[config.mk]
export PLATFORM = sky130hd
export DESIGN_NAME = data_cache
export DESIGN_NICKNAME = d
export VERILOG_FILES = /design/src/rtl/data_cache.sv
export SDC_FILE = /design/constraint.sdc
export NUM_CORES = 2
export LEC_CHECK = 0
export CORE_ASPECT_RATIO = 1.2
export CORE_MARGIN = 4
export CORE_UTILIZATION = 40
export DETAILED_ROUTE_END_ITERATION = 8
export HOLD_SLACK_MARGIN = 0.15
export PLACE_DENSITY = 0.63
export SETUP_SLACK_MARGIN = 0.05
export SKIP_CTS_REPAIR_TIMING = 1
export SYNTH_ARGS = -nofsm -noshare
export SYNTH_HDL_FRONTEND = slang
export SYNTH_SLANG_ARGS = --single-unit
[constraint.sdc]
create_clock -name clk -period 10.2 [get_ports clk]
set_input_delay 1.53 -clock clk [delete_from_list [all_inputs] [get_ports clk]]
set_output_delay 1.53 -clock clk [all_outputs]
set_load 0.05 [all_outputs]
[src/rtl/data_cache.sv]
// data_cache: shared L1 data cache between NUM_CONSUMERS LSU lanes and the
// global memory controller. Set-associative, write-through, no-write-allocate,
// one word per line. Each consumer lane i has a private FSM that talks to
// controller lane i. Lookups and fills arbitrate per bank (bank = set % NUM_BANKS),
// lowest lane index first.
// Ports (all per-lane vectors/arrays indexed by lane):
//   clk, reset (async, active-low)
//   consumer_read_*   : valid/address in, ready/data out
//   consumer_write_*  : valid/address/data in, ready out
//   controller_read_* : valid/address out, ready/data in (miss fetch)
//   controller_write_*: valid/address/data out, ready in (write-through)
module data_cache #(
  parameter int ADDR_BITS        = 8,
  parameter int DATA_BITS        = 8,
  parameter int NUM_CONSUMERS    = 8,
  parameter int NUM_CHANNELS     = 8,
  parameter int NUM_BLOCKS       = 8,
  parameter int NUM_BANKS        = 2,
  parameter int NUM_WAYS         = 4,
  parameter int CACHE_BLOCK_SIZE = 1
) (
  input  logic                     clk,
  input  logic                     reset,
  input  logic [NUM_CONSUMERS-1:0] consumer_read_valid,
  input  logic [ADDR_BITS-1:0]     consumer_read_address    [NUM_CONSUMERS],
  output logic [NUM_CONSUMERS-1:0] consumer_read_ready,
  output logic [DATA_BITS-1:0]     consumer_read_data       [NUM_CONSUMERS],
  input  logic [NUM_CONSUMERS-1:0] consumer_write_valid,
  input  logic [ADDR_BITS-1:0]     consumer_write_address   [NUM_CONSUMERS],
  input  logic [DATA_BITS-1:0]     consumer_write_data      [NUM_CONSUMERS],
  output logic [NUM_CONSUMERS-1:0] consumer_write_ready,
  output logic [NUM_CONSUMERS-1:0] controller_read_valid,
  output logic [ADDR_BITS-1:0]     controller_read_address  [NUM_CONSUMERS],
  input  logic [NUM_CONSUMERS-1:0] controller_read_ready,
  input  logic [DATA_BITS-1:0]     controller_read_data     [NUM_CONSUMERS],
  output logic [NUM_CONSUMERS-1:0] controller_write_valid,
  output logic [ADDR_BITS-1:0]     controller_write_address [NUM_CONSUMERS],
  output logic [DATA_BITS-1:0]     controller_write_data    [NUM_CONSUMERS],
  input  logic [NUM_CONSUMERS-1:0] controller_write_ready
);

  localparam int SETS      = NUM_BLOCKS / NUM_WAYS;
  localparam int SET_BITS  = $clog2(SETS);
  localparam int TAG_BITS  = ADDR_BITS - SET_BITS;
  localparam int WAY_BITS  = (NUM_WAYS > 1) ? $clog2(NUM_WAYS) : 1;
  localparam int BANK_BITS = (NUM_BANKS > 1) ? $clog2(NUM_BANKS) : 1;

  // Unsupported geometries stop elaboration rather than building a broken cache.
  if (CACHE_BLOCK_SIZE != 1 || NUM_CHANNELS < 1 || SETS < 2 ||
      (NUM_BLOCKS % NUM_WAYS) != 0 || (SETS % NUM_BANKS) != 0) begin : g_bad_cfg
    $error("data_cache: unsupported parameter combination");
  end

  typedef enum logic [2:0] {
    S_IDLE, S_LOOKUP, S_MEM_READ, S_FILL, S_MEM_WRITE, S_DONE
  } state_t;

  // Cache arrays, organised by set; a set's bank is set % NUM_BANKS.
  logic [TAG_BITS-1:0]  r_tag   [SETS][NUM_WAYS];
  logic [DATA_BITS-1:0] r_data  [SETS][NUM_WAYS];
  logic [NUM_WAYS-1:0]  r_valid [SETS];
  logic [WAY_BITS-1:0]  r_rr    [SETS];

  // Per-lane request/update signals gathered for arbitration and array writes.
  logic [NUM_CONSUMERS-1:0] w_req;
  logic [NUM_CONSUMERS-1:0] w_grant;
  logic [NUM_CONSUMERS-1:0] w_wr_hit_en;
  logic [NUM_CONSUMERS-1:0] w_fill_en;
  logic [NUM_CONSUMERS-1:0] w_lane_use_rr;
  logic [BANK_BITS-1:0]     w_bank      [NUM_CONSUMERS];
  logic [SET_BITS-1:0]      w_lane_set  [NUM_CONSUMERS];
  logic [TAG_BITS-1:0]      w_lane_tag  [NUM_CONSUMERS];
  logic [WAY_BITS-1:0]      w_lane_way  [NUM_CONSUMERS];
  logic [DATA_BITS-1:0]     w_lane_data [NUM_CONSUMERS];

  // Fixed-priority grant per bank: a lane is granted unless a lower lane wants the same bank.
  always_comb begin
    w_grant = '0;
    for (int i = 0; i < NUM_CONSUMERS; i++) begin
      w_grant[i] = w_req[i];
      for (int j = 0; j < i; j++) begin
        if (w_req[j] && (w_bank[j] == w_bank[i])) w_grant[i] = 1'b0;
      end
    end
  end

  // Tag/data storage; at most one granted lane per bank writes in a cycle.
  always_ff @(posedge clk) begin
    for (int i = 0; i < NUM_CONSUMERS; i++) begin
      if (w_wr_hit_en[i]) begin
        r_data[w_lane_set[i]][w_lane_way[i]] <= w_lane_data[i];
      end else if (w_fill_en[i]) begin
        r_tag[w_lane_set[i]][w_lane_way[i]]  <= w_lane_tag[i];
        r_data[w_lane_set[i]][w_lane_way[i]] <= w_lane_data[i];
      end
    end
  end

  always_ff @(posedge clk or negedge reset) begin
    if (!reset) begin
      for (int s = 0; s < SETS; s++) begin
        r_valid[s] <= '0;
        r_rr[s]    <= '0;
      end
    end else begin
      for (int i = 0; i < NUM_CONSUMERS; i++) begin
        if (w_fill_en[i]) begin
          r_valid[w_lane_set[i]][w_lane_way[i]] <= 1'b1;
          // The pointer only advances when it actually chose the victim.
          if (w_lane_use_rr[i]) begin
            r_rr[w_lane_set[i]] <= (r_rr[w_lane_set[i]] == WAY_BITS'(NUM_WAYS - 1)) ?
                                   '0 : r_rr[w_lane_set[i]] + 1'b1;
          end
        end
      end
    end
  end

  for (genvar gi = 0; gi < NUM_CONSUMERS; gi++) begin : g_lane
    state_t               r_state, w_state_next;
    logic [ADDR_BITS-1:0] r_addr;
    logic [DATA_BITS-1:0] r_wdata, r_rdata;
    logic                 r_is_write;
    logic [SET_BITS-1:0]  w_set;
    logic [TAG_BITS-1:0]  w_tag;
    logic                 w_hit, w_use_rr;
    logic [WAY_BITS-1:0]  w_hit_way, w_victim;
    logic                 w_rd_ready, w_wr_ready, w_ctl_rv, w_ctl_wv;
    logic [DATA_BITS-1:0] w_rd_data, w_ctl_wdata;
    logic [ADDR_BITS-1:0] w_ctl_raddr, w_ctl_waddr;

    assign w_set = r_addr[SET_BITS-1:0];
    assign w_tag = r_addr[ADDR_BITS-1:SET_BITS];

    // Hit search and victim choice (lowest matching / lowest invalid way).
    always_comb begin
      w_hit     = 1'b0;
      w_hit_way = '0;
      w_victim  = r_rr[w_set];
      w_use_rr  = 1'b1;
      for (int w = NUM_WAYS - 1; w >= 0; w--) begin
        if (r_valid[w_set][w] && (r_tag[w_set][w] == w_tag)) begin
          w_hit     = 1'b1;
          w_hit_way = WAY_BITS'(w);
        end
        if (!r_valid[w_set][w]) begin
          w_victim = WAY_BITS'(w);
          w_use_rr = 1'b0;
        end
      end
    end

    assign w_req[gi]         = (r_state == S_LOOKUP) || (r_state == S_FILL);
    assign w_bank[gi]        = BANK_BITS'(32'(w_set) % NUM_BANKS);
    assign w_wr_hit_en[gi]   = (r_state == S_LOOKUP) && w_grant[gi] && r_is_write && w_hit;
    assign w_fill_en[gi]     = (r_state == S_FILL) && w_grant[gi];
    assign w_lane_use_rr[gi] = w_use_rr;
    assign w_lane_set[gi]    = w_set;
    assign w_lane_tag[gi]    = w_tag;
    assign w_lane_way[gi]    = (r_state == S_FILL) ? w_victim : w_hit_way;
    assign w_lane_data[gi]   = r_is_write ? r_wdata : r_rdata;

    // State register.
    always_ff @(posedge clk or negedge reset) begin
      if (!reset) r_state <= S_IDLE;
      else        r_state <= w_state_next;
    end

    // Next-state logic.
    always_comb begin
      w_state_next = r_state;
      case (r_state)
        S_IDLE: begin
          if (consumer_read_valid[gi] || consumer_write_valid[gi]) w_state_next = S_LOOKUP;
        end
        S_LOOKUP: begin
          if (w_grant[gi]) begin
            if (r_is_write) w_state_next = S_MEM_WRITE;
            else if (w_hit) w_state_next = S_DONE;
            else            w_state_next = S_MEM_READ;
          end
        end
        S_MEM_READ:  if (controller_read_ready[gi])  w_state_next = S_FILL;
        S_FILL:      if (w_grant[gi])                w_state_next = S_DONE;
        S_MEM_WRITE: if (controller_write_ready[gi]) w_state_next = S_DONE;
        S_DONE: begin
          if (r_is_write ? !consumer_write_valid[gi] : !consumer_read_valid[gi])
            w_state_next = S_IDLE;
        end
        default: w_state_next = S_IDLE;
      endcase
    end

    // Request latches and read-data capture.
    always_ff @(posedge clk or negedge reset) begin
      if (!reset) begin
        r_addr     <= '0;
        r_wdata    <= '0;
        r_rdata    <= '0;
        r_is_write <= 1'b0;
      end else begin
        case (r_state)
          S_IDLE: begin
            if (consumer_read_valid[gi]) begin
              r_addr     <= consumer_read_address[gi];
              r_is_write <= 1'b0;
            end else if (consumer_write_valid[gi]) begin
              r_addr     <= consumer_write_address[gi];
              r_wdata    <= consumer_write_data[gi];
              r_is_write <= 1'b1;
            end
          end
          S_LOOKUP: begin
            if (w_grant[gi] && !r_is_write && w_hit) r_rdata <= r_data[w_set][w_hit_way];
          end
          S_MEM_READ: begin
            if (controller_read_ready[gi]) r_rdata <= controller_read_data[gi];
          end
          default: ;
        endcase
      end
    end

    // Outputs decode from the state register only; data buses read 0 when idle.
    always_comb begin
      w_rd_ready  = (r_state == S_DONE) && !r_is_write;
      w_wr_ready  = (r_state == S_DONE) && r_is_write;
      w_rd_data   = w_rd_ready ? r_rdata : '0;
      w_ctl_rv    = (r_state == S_MEM_READ);
      w_ctl_raddr = w_ctl_rv ? r_addr : '0;
      w_ctl_wv    = (r_state == S_MEM_WRITE);
      w_ctl_waddr = w_ctl_wv ? r_addr : '0;
      w_ctl_wdata = w_ctl_wv ? r_wdata : '0;
    end

    assign consumer_read_ready[gi]      = w_rd_ready;
    assign consumer_read_data[gi]       = w_rd_data;
    assign consumer_write_ready[gi]     = w_wr_ready;
    assign controller_read_valid[gi]    = w_ctl_rv;
    assign controller_read_address[gi]  = w_ctl_raddr;
    assign controller_write_valid[gi]   = w_ctl_wv;
    assign controller_write_address[gi] = w_ctl_waddr;
    assign controller_write_data[gi]    = w_ctl_wdata;
  end

endmodule

==> reports/qor.yml <==
setup_tns_ns: 0
hold_viol: 0
grt_pass1_vias: 39340
syn_to_final_growth_pct: 22.49
grtUsageTotal: 0.4630
antenna_found_initial: 13
dp_hpwl_um: 177600
synthCells: 4243
cts_sinks: 356
crit_path_end_kind: "flop"
synth_top_area_frac: 0.1592
slew_violations: 0
synth-edff-count: 120
dr_total_vias: 41059
yosys.area.top_type: "dfrtp_1"
violations: "max-capacitance violations"
power.density_nw_per_um2: 362.0
drive_gt1_frac: 0.1297
start_util: 0.4024
avgSynthCellArea_sq_um: 8.744
start_kind: "flop"
regToRegSetupSlack_ns: 4.33
path_clk_slew_ns: 0.06
syn_nets: 4533
cts_tree: "yes"
drt_iter0_markers: 6275
drt_wl_total_um: 235600
dr.pass1.iters: 9
r2r-end: "g_lane[3].r_rdata[3]$_DFFE_PN0P_"
grt_remaining_overflow: 0
hold_depth: 1
setup-violations-final: 0
grt_max_degree: 89
synth_seq_cells: 356
htree_num_levels: 2
final_common_cell: "clkdlybuf4s50_1"
final_cell_mix: "clkdlybuf4s50_1, mux2i_1, nand2_1"
finalCritPeriodShare: 0.5751
ys_seq_area_frac: 0.2563
power_leakage_nw: 18.03
wl_per_cell_um: 40.17
drc_errors: 0
ir_drop_uv: 169.6
core-area_sq_um: 92200
final_cell_area_sq_um: 45450
portBuffers: 577
arrival_ns: 6.38
min_path_type: "flop to flop"
tightest_slew_ns: 1.474
die_h_um: 341.6
status: "finished, violations left"
async_flop_share: 0.6629
die-area_sq_um: 97710
synth_area_sq_um: 37100
clk_latency_ns: 0.63
crit_required_ns: 10.71
fin_worst_skew_ns: 0.03218
rows: 122
place_area_sq_um: 43860
finalCriticalPeriod_ns: 5.866
hp-start: "g_lane[0].r_rdata[6]$_DFFE_PN0P_"
cap_violations: 1
antenna_left: 0
finalNetCount: 4874
synth.area.top_cells: "dfrtp_1, mux2i_1, edfxtp_1"
rsz0062_at_grt: "no"
io_pins: 578
cp_max_fo: 49
rr_worst_depth: 11
r2r-start: "g_lane[3].r_addr[0]$_DFFE_PN0P_"
synth-main-ff-cell: "dfrtp_1"
crit_type: "flop to flop"
gp_congestion: 1.086
max_freq_ghz: 0.1705
viasPerCell: 7.001
yosysWarnings: 0
ys_types: 101
cts_made_buffers: 46
dieWidth_um: 286.0
cts_root_buffer: "clkbuf_16"
slew_headroom: 0.01052
min_to: "g_lane[0].r_rdata[6]$_DFFE_PN0P_"
placed_cells: 5775
final-instance-count-excl-fill: 5865
clockBufferDepth: 3
grt_pass1_wl_um: 320100
[power by group]
| part | switching [mW] | internal (mW) |
|---|---|---|
| sequential | 1.38 | 2.17 |
| clock | 0.729 | 1.03 |
| combinational | 7.39 | 3.76 |
[synth_stat cells, types with 65 or more instances]
library cell / number
nor2_1: 313
dfrtp_1: 236
mux2i_1: 463
edfxtp_1: 120
mux2_2: 129
xnor2_1: 125
nand2_1: 336
nor3_1: 86
xor2_1: 131
and2_1: 162
o21ai_0: 169
and3_1: 121
o221ai_1: 65
nand3_1: 93
a21oi_1: 204
mux4_2: 128
o22ai_1: 90
clkbuf_1: 320
inv_1: 69
[logic make-up (layout without fill, tap and decap cells)]
family                 Yosys count  count (layout)  synth area share
AND/OR/NAND/NOR               1369            1369            0.1872
AO/OA/AOI/OAI                 1008            1008            0.1915
multiplexers                   723             723            0.2431
buffers and inverters          531             908           0.06151
flip-flops                     356             356            0.2563
XOR/XNOR                       256             256           0.06043
other                            0               5                 0
[routing by layer]
metal	vias to the layer above	global-route usage	part of all wire
met4	6	0.3890	0.11
met1	20178	0.5283	0.34
met2	3198	0.7261	0.44
met3	1022	0.1203	0.11
met5	-	0	0.00017
li1	16655	-	-
[flip-flops by register name (all words and copies together) (netlist names), 8 cells and up]
register,cells
g_lane.r_state,24
g_lane.r_rdata,64
r_data,64
r_tag,56
r_valid,8
g_lane.r_is_write,8
g_lane.r_wdata,64
g_lane.r_addr,64
[how the worst max path moves through the flow]
| stage | from | endpoint | slack, ns | cells past startpoint |
|---|---|---|---|---|
| floorplan | g_lane[1].r_addr[0]$_DFFE_PN0P_ | controller_write_address[48] | 5.52 | 8 |
| global route | g_lane[3].r_addr[0]$_DFFE_PN0P_ | g_lane[3].r_rdata[3]$_DFFE_PN0P_ | 4.28 | 11 |
| detailed placement | g_lane[3].r_addr[0]$_DFFE_PN0P_ | r_tag[0][6]$_DFFE_PP_ | 4.68 | 11 |
| CTS | g_lane[3].r_addr[0]$_DFFE_PN0P_ | r_tag[0][6]$_DFFE_PP_ | 4.66 | 11 |
| finish | g_lane[3].r_addr[0]$_DFFE_PN0P_ | g_lane[3].r_rdata[3]$_DFFE_PN0P_ | 4.33 | 11 |
| global placement | g_lane[3].r_addr[0]$_DFFE_PN0P_ | r_tag[0][6]$_DFFE_PP_ | 4.78 | 11 |
[worst max-delay path, stage by stage, from the launching register on]
cell	delay [ns]
dfrtp_2	0.64
buf_4	0.74
mux2i_1	0.32
xor2_1	0.16
nand4_1	0.17
nor4_4	0.67
o21ai_0	0.33
a21oi_2	0.92
mux4_2	0.42
mux2i_1	0.91
a211oi_1	0.21
a21o_1	0.20
[stage by stage]
stage | setup slack [ns] | power [mW] | util | hold WS (ns)
6_report | 4.334 | 16.45 | 0.4929 | 0.5153
5_1_grt | 4.281 | 16.77 | 0.4928 | 0.5324
4_1_cts | 4.662 | 15.89 | 0.4927 | 0.5088
3_5_place_dp | 4.680 | 14.11 | 0.4757 | 0.4962
3_3_place_gp | 4.780 | 14.09 | 0.4757 | 0.4900
2_1_floorplan | 5.523 | 9.451 | - | 0.4473
[final cells by class]
type                       instances  area [sq um]
tap                             1240          1551
sequential                       356          9524
antenna                            5         12.51
fill                            8901         46750
inverter                          76         285.3
multi-input combinational       3356         25450
clock buffer                      70          1418
timing repair buffer             748          7062
clock inverter                    14         145.1
No activity file was read; power rests on OpenSTA's default activity.
